## src/rtl/tlbfill.sv

```systemverilog
// rtl/tlbfill.sv - TLB fill sequencer: PTE screening, victim choice, entry write strobes.
// Optional feature: define TLB_PLRU_EN for tree pseudo-LRU replacement (default round-robin).

package config_pkg;
  localparam int XLEN = 64;
endpackage

module tlbfill
  import config_pkg::*;
#(
  parameter int TLB_ENTRIES = 8,
  parameter int VPN_BITS    = 27
) (
  input  logic                   clk,
  input  logic                   reset,
  input  logic                   FillValid,
  output logic                   FillReady,
  input  logic [XLEN-1:0]        FillPTE,
  input  logic [VPN_BITS-1:0]    FillVPN,
  input  logic                   LookupValid,
  input  logic [TLB_ENTRIES-1:0] Matches,
  input  logic                   FlushAll,
  output logic [XLEN-1:0]        PTE,
  output logic [VPN_BITS-1:0]    WriteVPN,
  output logic [TLB_ENTRIES-1:0] WriteEnables,
  output logic [TLB_ENTRIES-1:0] EntryValid,
  output logic                   FillDone,
  output logic                   FillError
);

  localparam int IW = $clog2(TLB_ENTRIES);

  typedef enum logic [1:0] {IDLE, CHECK, WRITE} state_t;

  state_t                 state, state_nx;
  logic [TLB_ENTRIES-1:0] valid_r;
  logic [IW-1:0]          victim_r, victim_c, first_inv, policy_victim;
  logic                   accept, malformed, rsvd_bad, all_valid;

  assign accept     = (state == IDLE) && FillValid && !FlushAll;
  assign all_valid  = &valid_r;
  assign EntryValid = valid_r;

  if (XLEN == 64) begin : g_rsvd
    assign rsvd_bad = |PTE[60:54];
  end else begin : g_norsvd
    assign rsvd_bad = 1'b0;
  end

  assign malformed = !PTE[0] || (PTE[2] && !PTE[1]) || rsvd_bad;

  always_comb begin
    first_inv = '0;
    for (int i = TLB_ENTRIES - 1; i >= 0; i--)
      if (!valid_r[i]) first_inv = IW'(i);
  end

  assign victim_c = all_valid ? policy_victim : first_inv;

`ifdef TLB_PLRU_EN
  logic [TLB_ENTRIES-2:0] tree;
  logic [IW-1:0]          hit_idx;
  logic                   hit_ok;

  // Heap-ordered nodes: node k (1-based) at tree[k-1], children 2k and 2k+1.
  function automatic logic [TLB_ENTRIES-2:0] touch(input logic [TLB_ENTRIES-2:0] t,
                                                   input logic [IW-1:0] idx);
    logic [TLB_ENTRIES-2:0] r;
    int node;
    r    = t;
    node = 1;
    for (int l = IW - 1; l >= 0; l--) begin
      r[node-1] = ~idx[l];
      node      = 2 * node + int'(idx[l]);
    end
    return r;
  endfunction

  assign hit_ok = LookupValid && (Matches != '0) &&
                  ((Matches & (Matches - TLB_ENTRIES'(1))) == '0);

  always_comb begin
    hit_idx = '0;
    for (int i = 0; i < TLB_ENTRIES; i++)
      if (Matches[i]) hit_idx = IW'(i);
  end

  always_comb begin
    int node;
    node          = 1;
    policy_victim = '0;
    for (int l = IW - 1; l >= 0; l--) begin
      policy_victim[l] = tree[node-1];
      node             = 2 * node + int'(tree[node-1]);
    end
  end

  always_ff @(posedge clk or posedge reset) begin
    if (reset)         tree <= '0;
    else if (FlushAll) tree <= '0;
    else if (FillDone) tree <= touch(tree, victim_r);
    else if (hit_ok)   tree <= touch(tree, hit_idx);
  end
`else
  logic [IW-1:0] rr_ptr;
  logic          use_ptr_r;
  logic          unused_lookup;

  assign unused_lookup = ^{LookupValid, Matches};
  assign policy_victim = rr_ptr;

  // The pointer only advances when it actually chose the victim.
  always_ff @(posedge clk or posedge reset) begin
    if (reset) begin
      rr_ptr    <= '0;
      use_ptr_r <= 1'b0;
    end else if (FlushAll) begin
      rr_ptr    <= '0;
      use_ptr_r <= 1'b0;
    end else begin
      if (state == CHECK) use_ptr_r <= all_valid;
      if (FillDone && use_ptr_r) rr_ptr <= rr_ptr + IW'(1);
    end
  end
`endif

  always_ff @(posedge clk or posedge reset) begin
    if (reset) state <= IDLE;
    else       state <= state_nx;
  end

  always_comb begin
    state_nx     = state;
    FillReady    = 1'b0;
    WriteEnables = '0;
    FillDone     = 1'b0;
    FillError    = 1'b0;
    case (state)
      IDLE: begin
        FillReady = !FlushAll;
        if (accept) state_nx = CHECK;
      end
      CHECK: begin
        if (FlushAll) begin
          state_nx = IDLE;
        end else if (malformed) begin
          FillError = 1'b1;
          state_nx  = IDLE;
        end else begin
          state_nx = WRITE;
        end
      end
      WRITE: begin
        state_nx = IDLE;
        if (!FlushAll) begin
          WriteEnables = TLB_ENTRIES'(1) << victim_r;
          FillDone     = 1'b1;
        end
      end
      default: state_nx = IDLE;
    endcase
  end

  always_ff @(posedge clk or posedge reset) begin
    if (reset) begin
      PTE      <= '0;
      WriteVPN <= '0;
      victim_r <= '0;
    end else begin
      if (accept) begin
        PTE      <= FillPTE;
        WriteVPN <= FillVPN;
      end
      if (state == CHECK) victim_r <= victim_c;
    end
  end

  always_ff @(posedge clk or posedge reset) begin
    if (reset)         valid_r <= '0;
    else if (FlushAll) valid_r <= '0;
    else if (FillDone) valid_r[victim_r] <= 1'b1;
  end

endmodule

```

## config.mk

```make
export PLATFORM = sky130hd
export DESIGN_NAME = tlbfill
export DESIGN_NICKNAME = d
export VERILOG_FILES = /design/src/rtl/tlbfill.sv
export SDC_FILE = /design/constraint.sdc
export NUM_CORES = 1
export LEC_CHECK = 0
export BUFFER_PORTS_ARGS = -buffer_cell sky130_fd_sc_hd__buf_2
export CORE_AREA = 10 10 145 80
export CTS_BUF_LIST = sky130_fd_sc_hd__clkbuf_2
export DETAILED_ROUTE_END_ITERATION = 10
export DIE_AREA = 0 0 155 90
export PLACE_DENSITY_LB_ADDON = 0.15
export SYNTH_ARGS = -nofsm -noshare
export SYNTH_HDL_FRONTEND = slang
export SYNTH_SLANG_ARGS = --single-unit
```

## constraint.sdc

```tcl
create_clock -name clk -period 5.6 [get_ports clk]
set_input_delay 0 -clock clk [delete_from_list [all_inputs] [get_ports clk]]
set_output_delay 0 -clock clk [all_outputs]
set_load 0.01 [all_outputs]
```

==> Flow_metrics.wiki, run 1 <==
{| class="wikitable"
! Metric !! Value
|-
| Result of the run || complete, no violations
|-
| Clock latency on the worst-skew pair || 0.57 ns
|-
| Final Skew || 0.0230 ns
|-
| Placed cells || 593
|-
| Wire length of the first global-routing pass || 21.3 mm
|-
| Peak VDD IR || 0.202 mV
|-
| Power per cell area || around 280 mW/mm2
|-
| I/O Buffers || around 200
|-
| Count of cell types in the netlist || 34
|-
| Synthesized instance count || 277
|-
| Mux contribution to synthesized area || 28.6%
|-
| Die Footprint || 0.0140 mm2
|-
| Placed wire-length estimate after detailed placement || between 8 and 9 mm
|-
| Number of DRC markers after the initial detailed-route iteration || between 150 and 200
|-
| Deepest level of the CTS H-tree || 3
|-
| Share of final-layout standard cells stronger than drive strength 1 || 54.5%
|-
| TritonCTS buffer count || 9
|-
| Most frequently used cell type in the post-synthesis netlist || sky130_fd_sc_hd__dfrtp_1
|-
| Count of synthesis-stage warnings from yosys || 0
|-
| Cts repair resizes || 0
|-
| Number of synthesized flops with an enable pin || 0
|-
| Least-Margin Pin Slew || 0.978 ns
|-
| Number of design rule violations left after detail routing || 0
|-
| Number of nets at the end of the flow || 682
|-
| Part of the Yosys area used for sequential elements || 58.6%
|-
| Initial antenna violation count || 0
|-
| Global-route usage over all layers || 18.8%
|-
| Required time of the worst setup path || 6.08 ns
|-
| Post-synthesis simple-gate area fraction || 4.83%
|-
| Vias per Instance || 4.81
|-
| Synthesized-area fraction occupied by ao, oa, aoi and oai cells || 2.79%
|-
| Layout fillers || around 600
|-
| Area overhead of the layout relative to synthesis || 44.4%
|-
| Data arrival time at the worst-slack endpoint || 3.15 ns
|-
| Number of nets in the synthesized netlist || 382
|-
| Worst setup slack after placement || 2.94 ns
|-
| Share of async-settable or async-resettable flops after synthesis || 100%
|-
| Min Tclk post-route || between 2 and 3 ns
|-
| Count of antenna diodes in the layout || 0
|-
| Number of routed nets with antenna violations || 0
|-
| Total wire length after detailed routing || 13.4 mm
|-
| Worst-path maximum fanout || 57
|-
| Achievable frequency || 375 MHz
|-
| Starting utilization of the core area || 50.3%
|-
| Fraction of the cycle the final worst path needs || ~48%
|-
| Post-Synth Adder-Cell Area || 0.271%
|-
| Core area || 0.00917 mm2
|-
| Number of search-and-repair iterations in the first detailed-routing pass || 4
|-
| Capturing element type of the critical path || flip-flop
|-
| Wire per inst || 19.1 um
|-
| Total via count in the routed design || 3,384
|-
| CTS tree || done
|-
| Finish-stage setup viols || 0
|-
| Max-slew violation count || 0
|-
| Share of the synthesized netlist area taken by xor and xnor gates || less than 1%
|-
| Slew HR || 34.8%
|-
| Clock tree buffer depth || 2
|-
| Num Clock Sinks || between 100 and 150
|-
| Total of max-cap violations || 0
|-
| Unrepaired setup endpoints after global routing || no
|-
| Count of placed standard cells in the final layout, fillers left out || 703
|-
| Clock root cell || sky130_fd_sc_hd__clkbuf_2
|-
| Final setup margin || 2.93 ns
|-
| Floorplan die width || approximately 160 um
|-
| Total congestion overflow after global routing || 0
|-
| Type of element launching the critical path || flip-flop
|-
| Type of the worst setup path || flip-flop to flip-flop
|-
| Number of hold-slack violations in the final timing report || 0
|-
| Top cell types by occurrence after synthesis || sky130_fd_sc_hd__dfrtp_1, sky130_fd_sc_hd__mux2_4, sky130_fd_sc_hd__mux2_2, sky130_fd_sc_hd__nand2_1
|-
| Largest net degree at the start of global routing || 71
|-
| I/O pin total || around 210
|-
| CTS clock-pin slew for the worst setup and hold paths || roughly 0.27 ns
|-
| Setup TNS || 0 ns
|-
| Combinational family with the most area after synthesis || multiplexers
|-
| DIE HEIGHT || 90 um
|-
| Synthesized flop and latch total || around 110
|-
| Cell area after synthesis || 0.00461 mm2
|-
| Hold Crit Class || input pin to flip-flop
|-
| Ranking of synthesized cells by area || sky130_fd_sc_hd__dfrtp_1, sky130_fd_sc_hd__mux2_4, sky130_fd_sc_hd__buf_12
|-
| Via count of the first global-routing pass || 3,709
|-
| Static leakage || 3.41 nW
|-
| Routability cong. || 0.814
|-
| Row cnt || 25
|-
| Flip-flop cell with the highest count after synthesis || sky130_fd_sc_hd__dfrtp_1
|-
| Share of Yosys cell area claimed by the top area cell type || 58.6%
|-
| Largest area contributor in the netlist || sky130_fd_sc_hd__dfrtp_1
|-
| Mean instance size in the synthesized netlist || 16.7 um2
|}
[state kept, by name, indices dropped and copies added, names as in the netlist]
register and count:
use_ptr_r 1, state 2, EntryValid 8, PTE 64
victim_r 3, policy_victim 3, WriteVPN 27
[metrics by stage]
step	util, %	total power, mW	area (um2)	hold WS, ns
3_5_place_dp	61.2	1.46	5610	0.0507
4_1_cts	72.7	1.88	6670	0.0165
5_1_grt	72.7	1.97	6670	0.00667
3_3_place_gp	61.2	1.45	5610	0.0471
2_1_floorplan	-	1.26	4610	0.148
6_report	72.7	1.87	6670	0.0815
[layout by cell type (no fill, tap or decap), types with 4 or more instances in the layout]
| cell | instances |
|---|---|
| sky130_fd_sc_hd__a21o_1 | 6 |
| sky130_fd_sc_hd__mux2_2 | 12 |
| sky130_fd_sc_hd__nor3_1 | 4 |
| sky130_fd_sc_hd__clkbuf_2 | 9 |
| sky130_fd_sc_hd__dfrtp_1 | 108 |
| sky130_fd_sc_hd__nor2_1 | 9 |
| sky130_fd_sc_hd__mux2_4 | 79 |
| sky130_fd_sc_hd__dlygate4sd3_1 | 94 |
| sky130_fd_sc_hd__nand2_1 | 10 |
| sky130_fd_sc_hd__nand2b_1 | 4 |
| sky130_fd_sc_hd__buf_2 | 204 |
[worst paths after layout]
path                       cells past startpoint  slack (ns)             to  startpoint
max in group asynchronous                      5        3.81  EntryValid[0]       reset
setup / recovery                               4        2.93        PTE[55]    state[0]
hold reg to reg                                1        0.54        PTE[42]     PTE[42]
hold / removal                                 2        0.08       state[0]   FillValid
setup reg to reg                               4        2.93        PTE[55]    state[0]
min in group asynchronous                      4        0.55        PTE[45]       reset
[metal layers]
metal	vias to the layer above	global-route usage (%)	part of all wire (%)
met5	-	0	0
met4	0	3.83	0.74
met3	11	8.70	9.7
met2	159	29.3	45
met1	1639	23.5	44
li1	1575	-	-
[worst max-delay path: stages, from the launching register on]
cell	delay (ns)
sky130_fd_sc_hd__dfrtp_1	0.50
sky130_fd_sc_hd__nor3_2	0.21
sky130_fd_sc_hd__and2_4	0.82
sky130_fd_sc_hd__buf_4	0.67
sky130_fd_sc_hd__mux2_4	0.35
[power breakdown]
group	switching [mW]	internal (mW)
Clock	0.259	0.107
Sequential	0.0725	0.900
Combinational	0.221	0.308
Total	0.552	1.31
[final cells by class]
type / instances / area (um2) / share of cell area [%]
Tap cell: 121 / 151 / 2.27
Clock inverter: 7 / 73.8 / 1.11
Multi-Input combinational cell: 153 / 1690 / 25.4
Timing Repair Buffer: 300 / 1980 / 29.7
Clock buffer: 9 / 45.0 / 0.676
Inverter: 5 / 21.3 / 0.319
Sequential cell: 108 / 2700 / 40.5
[what timing repair did]
item / CTS / global route
buffers inserted: 0 / 0
hold buffers: 94 / 0
setup endpoints to repair: 0 / 0
endpoints found under the hold margin: 142 / 0
[kinds of logic after synthesis]
logic type	after synthesis
AOI/OAI and AO/OA	19
xor gates and xnor gates	1
adders and majority gates	1
buffers and inverters	16
DFF	108
muxes	91
and+or+nand+nor	41
Power figures use the tool's default switching activity.
==> run 2: changes to the inputs <==
Settings changed: ABC_AREA set to 1, CORE_AREA 10 10 145 80 to 10 10 147 81, DIE_AREA 0 0 155 90 to 0 0 157 91.
Clock period 5.6 ns to 2.6 ns, I/O delays scaled along.
==> Flow_metrics.wiki, run 2 <==
{| class="wikitable"
! Metric !! Value
|-
| Stage delay of the slowest cell on the critical path || 0.59 ns (-0.23 ns)
|-
| CTS tree || done
|-
| Data arrival time at the worst-slack endpoint || 2.98 ns (-0.17 ns)
|-
| Min Tclk post-route || 2.46 ns (-0.209 ns)
|-
| Achievable frequency || 407 MHz (+8.5%)
|-
| Worst Reg-to-Reg Cells || 7 (+3)
|-
| Total congestion overflow after global routing || 0 (unchanged)
|-
| Share of Yosys cell area claimed by the top area cell type || 62.3% (+3.7 points)
|-
| Die Footprint || 0.0143 mm2 (+2.4%)
|-
| Met1 routed wirelength after detailed routing || 5.59 mm (-5.7%)
|-
| Unrepaired setup endpoints after global routing || no
|-
| Number of flip-flops in the largest register || 64 (unchanged)
|-
| Final Skew || 0.0241 ns (+0.00112 ns)
|-
| Type of element launching the critical path || flip-flop
|-
| Area overhead of the layout relative to synthesis || 57.5%
|-
| Largest net degree at the start of global routing || 84 (+18%)
|-
| Most Frequent Cell on Critical Path || sky130_fd_sc_hd__dlygate4sd3_1
|-
| Cell area after synthesis || 0.00434 mm2 (-6.0%)
|-
| Starting utilization of the core area || 46.7% (-3.7 points)
|-
| Flip-flop cell with the highest count after synthesis || sky130_fd_sc_hd__dfrtp_1
|-
| Count of cell types in the netlist || 20 (-41%)
|-
| Static leakage || 3.73 nW (+9.3%)
|-
| Placed wire-length estimate after detailed placement || 8.83 mm (-1.5%)
|-
| Count of antenna diodes in the layout || 0 (unchanged)
|-
| Least-Margin Pin Slew || 0.869 ns (-0.109 ns)
|-
| Clock tree buffer depth || 2 (unchanged)
|-
| Share of async-settable or async-resettable flops after synthesis || 100% (unchanged)
|-
| Most common library cell in the layout ignoring fill and taps || sky130_fd_sc_hd__nand2_1
|-
| Deepest level of the CTS H-tree || 3 (unchanged)
|-
| Capturing element type of the critical path || flip-flop
|-
| Number of nets at the end of the flow || 927 (+36%)
|-
| Clock latency on the worst-skew pair || 0.58 ns (about the same)
|-
| Placed cells || 799 (+35%)
|-
| Count of synthesis-stage warnings from yosys || 0 (unchanged)
|-
| Initial antenna violation count || 0 (unchanged)
|-
| Ranking of synthesized cells by area || sky130_fd_sc_hd__dfrtp_1, sky130_fd_sc_hd__nand2_1, sky130_fd_sc_hd__buf_6
|-
| DIE HEIGHT || 91 um (+1.1%)
|-
| Synthesized flop and latch total || 108 (unchanged)
|-
| Wire per inst || 15.3 um (-20%)
|-
| CTS clock-pin slew for the worst setup and hold paths || 0.29 ns (+0.02 ns)
|-
| Row cnt || 25 (unchanged)
|-
| Num Clock Sinks || 108 (unchanged)
|-
| Result of the run || complete, no violations
|-
| Required time of the worst setup path || 3.12 ns (-2.96 ns)
|-
| Cell Chain, Critical Path || nor3_2 -> nand2_2 -> inv_6 -> nand2_1 -> dlygate4sd3_1 -> o21ai_0 -> dlygate4sd3_1
|-
| Origin of the critical flop-to-flop path || state[0]
|-
| Vias per Instance || 4.67 (-3.0%)
|-
| Number of search-and-repair iterations in the first detailed-routing pass || 4 (unchanged)
|-
| Post-CTS setup buffers || 0 (unchanged)
|-
| Setup TNS || 0 ns (unchanged)
|-
| Hold Crit Class || input pin to flip-flop
|-
| Most frequently used cell type in the post-synthesis netlist || sky130_fd_sc_hd__nand2_1
|-
| Worst-path maximum fanout || 40 (-30%)
|-
| Met3 wirelength from detailed routing || 1.02 mm (-22%)
|-
| Top reg by flops || PTE
|-
| Power per cell area || 553 mW/mm2 (+97%)
|-
| Total via count in the routed design || 4,426 (+31%)
|-
| Number of routed nets with antenna violations || 0 (unchanged)
|-
| Slowest cell on the critical path || sky130_fd_sc_hd__dlygate4sd3_1
|-
| Type of the worst setup path || flip-flop to flip-flop
|-
| Critical path endpoint || PTE[54]
|-
| Clock root cell || sky130_fd_sc_hd__clkbuf_2
|-
| Count of placed standard cells in the final layout, fillers left out || 948 (+35%)
|-
| Slew HR || 42.1% (+7.3 points)
|-
| Global-route usage over all layers || 20.2% (+1.3 points)
|-
| Via count of the first global-routing pass || 4,632 (+25%)
|-
| Reg-to-reg critical path endpoint || PTE[54]
|-
| Number of hold-slack violations in the final timing report || 0 (unchanged)
|-
| Number of design rule violations left after detail routing || 0 (unchanged)
|-
| Part of the Yosys area used for sequential elements || 62.3% (+3.7 points)
|-
| Synthesized instance count || 489 (+77%)
|-
| Reg-to-reg slack, setup || 0.14 ns (-2.79 ns)
|-
| Number of nets in the synthesized netlist || 594 (+55%)
|-
| Max-slew violation count || 0 (unchanged)
|-
| Finish-stage setup viols || 0 (unchanged)
|-
| Floorplan die width || 157 um (+1.3%)
|-
| Share of final-layout standard cells stronger than drive strength 1 || 27.8% (-27 points)
|-
| Wire length of the first global-routing pass || 23.3 mm (+9.5%)
|-
| Top layer reached by signal wires || met4
|-
| Largest area contributor in the netlist || sky130_fd_sc_hd__dfrtp_1
|-
| Mean instance size in the synthesized netlist || 8.87 um2 (-47%)
|-
| Total of max-cap violations || 0 (unchanged)
|-
| Met2 Routed Length || 7.50 mm (+23%)
|-
| TritonCTS buffer count || 9 (unchanged)
|-
| Total wire length after detailed routing || 14.5 mm (+7.9%)
|-
| Number of DRC markers after the initial detailed-route iteration || 214 (+27%)
|-
| Number of synthesized flops with an enable pin || 0 (unchanged)
|-
| Core area || 0.00929 mm2 (+1.4%)
|-
| Routability cong. || 0.787 (-3.4%)
|-
| Critical Path Source || state[0]
|-
| Commonest cells after routing, fill and taps aside || sky130_fd_sc_hd__nand2_1, sky130_fd_sc_hd__buf_2, sky130_fd_sc_hd__dlygate4sd3_1, sky130_fd_sc_hd__dfrtp_1, sky130_fd_sc_hd__o21ai_0
|-
| I/O pin total || 214 (unchanged)
|-
| Fraction of the cycle the final worst path needs || 94.6% (+47 points)
|-
| Top cell types by occurrence after synthesis || sky130_fd_sc_hd__nand2_1, sky130_fd_sc_hd__dfrtp_1, sky130_fd_sc_hd__o21ai_0, sky130_fd_sc_hd__inv_1
|-
| Peak VDD IR || 0.272 mV (+35%)
|-
| I/O Buffers || 204 (unchanged)
|}
## run 2: what timing repair did
item / CTS / global route
resized for setup: 0 / 1
setup endpoints to repair: 0 / 4
hold endpoints to repair: 213 / 0
hold buffers: 133 / 0
## run 2: power by group
group	switching, mW	internal [mW]	leakage (nW)
Clock	0.563	0.239	0.0773
Combinational	0.509	0.444	2.29
Sequential	0.122	1.90	1.36
## run 2: metal layers
metal	GRT usage (%)	up-vias
met3	7.11	26
met1	21.9	2085
met5	0	-
met4	7.66	0
met2	35.6	154
li1	-	2161
## run 2: area by class of cell
class / instances / area, um2
fillers: 679 / 2460
multi-input cells: 342 / 1360
clock inverters: 6 / 70.1
inverters: 19 / 80.1
flip-flops and latches: 108 / 2700
well taps: 121 / 151
clock buffers: 10 / 50.0
repair buffers: 342 / 2410
## run 2: worst min path at each step
stage	start	end	slack, ns	cells after the start
floorplan	FlushAll	FillReady	0.03	1
global placement	reset	PTE[22]	0.13	2
detailed placement	reset	PTE[22]	0.14	2
CTS	FillVPN[16]	WriteVPN[16]	0.06	4
global route	FillPTE[46]	PTE[46]	0.04	4
finish	FillPTE[46]	PTE[46]	0.13	4
## run 2: per-stage QoR
stage	worst slack (ns)	hold WS [ns]	power [mW]	utilization, %	instance area (um2)
after floorplan	1.28	0.0327	2.44	-	4340
after global placement	0.986	0.134	2.80	57.9	5380
after detailed placement	0.952	0.140	2.82	57.9	5380
after CTS	0.153	0.0552	3.79	73.5	6830
after global routing	0.00407	0.0350	4.01	73.5	6830
final	0.141	0.133	3.78	73.5	6830
## run 2: worst max-delay path, delay by kind of cell, from the launching register on
kind	cells	cell delay, ns
buf+inv	3	1.41
flops	1	0.46
simple gates	3	0.45
compound gates	1	0.09
## run 2: cell families after synthesis
kind of cell | count (synthesis) | share of synthesized area [%]
buffers and inverters | 39 | 6.37
adders and majority gates | 1 | 0.288
DFF | 108 | 62.3
AOI/OAI and AO/OA | 24 | 2.88
and+or+nand+nor | 317 | 28.2
==> run 3: changes to the inputs <==
Settings changed: CELL_PAD_IN_SITES_DETAIL_PLACEMENT set to 1, CELL_PAD_IN_SITES_GLOBAL_PLACEMENT set to 1, CORE_AREA 10 10 147 81 to 10 10 171 93, DIE_AREA 0 0 157 91 to 0 0 181 103, GPL_TIMING_DRIVEN set to 0.
==> Flow_metrics.wiki, run 3 (same netlist as run 2, synthesis figures left out) <==
{| class="wikitable"
! Metric !! Value
|-
| Wire length of the first global-routing pass || 29.4 mm (+26%)
|-
| Total via count in the routed design || 4,613 (+4.2%)
|-
| Number of DRC markers after the initial detailed-route iteration || 201 (-6.1%)
|-
| Unrepaired setup endpoints after global routing || no
|-
| Global-route usage over all layers || 19.9% (-0.25 points)
|-
| I/O Buffers || 204 (unchanged)
|-
| Static leakage || 3.82 nW (+2.4%)
|-
| Clock latency on the worst-skew pair || 0.61 ns (+0.03 ns)
|-
| Capturing element type of the critical path || flip-flop
|-
| Bufs and invs on worst path || 4 (+1)
|-
| Most common library cell in the layout ignoring fill and taps || sky130_fd_sc_hd__nand2_1
|-
| Final setup margin || 0.194 ns (+0.0532 ns)
|-
| Die Footprint || 0.0186 mm2 (+30%)
|-
| Setup TNS || 0 ns (unchanged)
|-
| Vias per Instance || 4.54 (-2.8%)
|-
| Slowest cell on the critical path || sky130_fd_sc_hd__dlygate4sd3_1
|-
| Clock tree buffer depth || 2 (unchanged)
|-
| I/O pin total || 214 (unchanged)
|-
| Placed cells || 871 (+9.0%)
|-
| CTS clock-pin slew for the worst setup and hold paths || 0.34 ns (+0.05 ns)
|-
| Fraction of the cycle the final worst path needs || 92.5% (-2.0 points)
|-
| Clock root cell || sky130_fd_sc_hd__clkbuf_2
|-
| Worst-path maximum fanout || 10 (-75%)
|-
| Power per cell area || 543 mW/mm2 (-1.8%)
|-
| Stage delay of the slowest cell on the critical path || 0.59 ns (about the same)
|-
| Cell Chain, Critical Path || nor3_2 -> nand2_1 -> clkinv_4 -> buf_6 -> nand2_1 -> dlygate4sd3_1 -> nand2_1 -> dlygate4sd3_1
|-
| Number of search-and-repair iterations in the first detailed-routing pass || 4 (unchanged)
|-
| Final Skew || 0.0465 ns (+0.0224 ns)
|-
| Post-layout total power || 3.79 mW (+0.28%)
|-
| Via count of the first global-routing pass || 5,174 (+12%)
|-
| Total wire length after detailed routing || 18.8 mm (+30%)
|-
| Commonest cells after routing, fill and taps aside || sky130_fd_sc_hd__nand2_1, sky130_fd_sc_hd__buf_2, sky130_fd_sc_hd__dlygate4sd3_1, sky130_fd_sc_hd__dfrtp_1, sky130_fd_sc_hd__o21ai_0
|-
| Share of final-layout standard cells stronger than drive strength 1 || 29.2% (+1.4 points)
|-
| Number of routed nets with antenna violations || 0 (unchanged)
|-
| Least-Margin Pin Slew || 0.712 ns (-0.156 ns)
|-
| Number of nets at the end of the flow || 936 (+0.97%)
|-
| Result of the run || complete, no violations
|-
| Required time of the worst setup path || 3.17 ns (+0.05 ns)
|-
| Achievable frequency || 416 MHz (+2.2%)
|-
| Num Clock Sinks || 108 (unchanged)
|-
| Worst setup slack after placement || 1.11 ns (+0.162 ns)
|-
| Number of hold-slack violations in the final timing report || 0 (unchanged)
|-
| Peak VDD IR || 0.251 mV (-7.6%)
|-
| Data arrival time at the worst-slack endpoint || 2.98 ns (about the same)
|-
| Initial antenna violation count || 4 (+4)
|-
| Min Tclk post-route || 2.41 ns (-0.0532 ns)
|-
| Routability cong. || 0.824 (+4.7%)
|-
| CTS tree || done
|-
| Hold Crit Class || input pin to flip-flop
|-
| Max-slew violation count || 0 (unchanged)
|-
| Type of element launching the critical path || flip-flop
|-
| Largest delay contributor family on the critical path || buffers and inverters
|-
| Count of placed standard cells in the final layout, fillers left out || 1,016 (+7.2%)
|-
| Wire per inst || 18.5 um (+21%)
|-
| Type of the worst setup path || flip-flop to flip-flop
|-
| Row cnt || 30 (+20%)
|-
| Number of design rule violations left after detail routing || 0 (unchanged)
|-
| Floorplan die width || 181 um (+15%)
|-
| Most Frequent Cell on Critical Path || sky130_fd_sc_hd__nand2_1
|-
| Total congestion overflow after global routing || 0 (unchanged)
|-
| Area overhead of the layout relative to synthesis || 60.7%
|-
| Combined area of the multi-input logic cells || 0.00136 mm2 (-0.18%)
|-
| Layout fillers || 1,573 (+130%)
|-
| Slew HR || 52.4% (+10 points)
|-
| DIE HEIGHT || 103 um (+13%)
|-
| Finish-stage setup viols || 0 (unchanged)
|-
| Total of max-cap violations || 0 (unchanged)
|-
| Core area || 0.0131 mm2 (+41%)
|-
| Starting utilization of the core area || 33.1% (-14 points)
|-
| Deepest level of the CTS H-tree || 3 (unchanged)
|-
| Number of flip-flops in the largest register || 64 (unchanged)
|-
| Top reg by flops || PTE
|-
| Sequential cell area || 0.00270 mm2 (unchanged)
|-
| Placed wire-length estimate after detailed placement || 12.1 mm (+37%)
|-
| TritonCTS buffer count || 9 (unchanged)
|-
| Largest net degree at the start of global routing || 41 (-51%)
|}
[run 3: repair_timing]
item / 4_1_cts / 5_1_grt
setup buffers: 0 / 2
gates resized for setup: 0 / 1
hold buffers: 123 / 0
endpoints found under the setup margin: 0 / 9
hold endpoints to repair: 211 / 0
[run 3: area by class of cell]
cell class	instances	share of cell area [%]
Antenna cell	4	0.144
Buffer	20	2.91
Clock buffer	10	0.718
Clock inverter	6	0.574
Inverter	19	1.15
Multi-Input combinational cell	342	19.5
Sequential cell	108	38.8
Tap cell	176	3.16
Timing Repair Buffer	331	33.1
[run 3: worst paths after layout]
path,end,cells after the start,slack (ns),from
max reg2reg,PTE[3],8,0.19,state[1]
min in group asynchronous,PTE[40],4,0.62,reset
max,PTE[3],8,0.19,state[1]
min reg2reg,policy_victim[2],1,0.49,policy_victim[2]
max in group asynchronous,WriteVPN[7],5,1.34,reset
min,WriteVPN[2],4,0.13,FillVPN[2]
[run 3: worst reg2reg max path: cells and delay by family (launching register included)]
kind	cells	cell delay, ns
buffers and inverters	4	1.42
and+or+nand+nor	4	0.52
DFF	1	0.48
[run 3: stage by stage]
stage | area (um2) | util, % | hold slack (ns)
final | 6970 | 53.2 | 0.128
after global routing | 6970 | 53.2 | 0.0546
after CTS | 6940 | 53.0 | 0.0465
after detailed placement | 5620 | 42.9 | 0.160
after global placement | 5580 | 42.6 | 0.194
after floorplan | 4340 | - | 0.0327
[run 3: report_power, final]
part | switching, mW | internal (mW)
registers | 0.135 | 1.90
logic | 0.566 | 0.483
clock network | 0.574 | 0.129
[run 3: layer usage]
layer,share of wire (%),vias to the layer above,track usage [%]
met5,0,-,0
met3,8.2,6,7.25
met4,0.35,0,3.23
li1,-,2185,-
met2,48,161,34.8
met1,43,2261,23.7
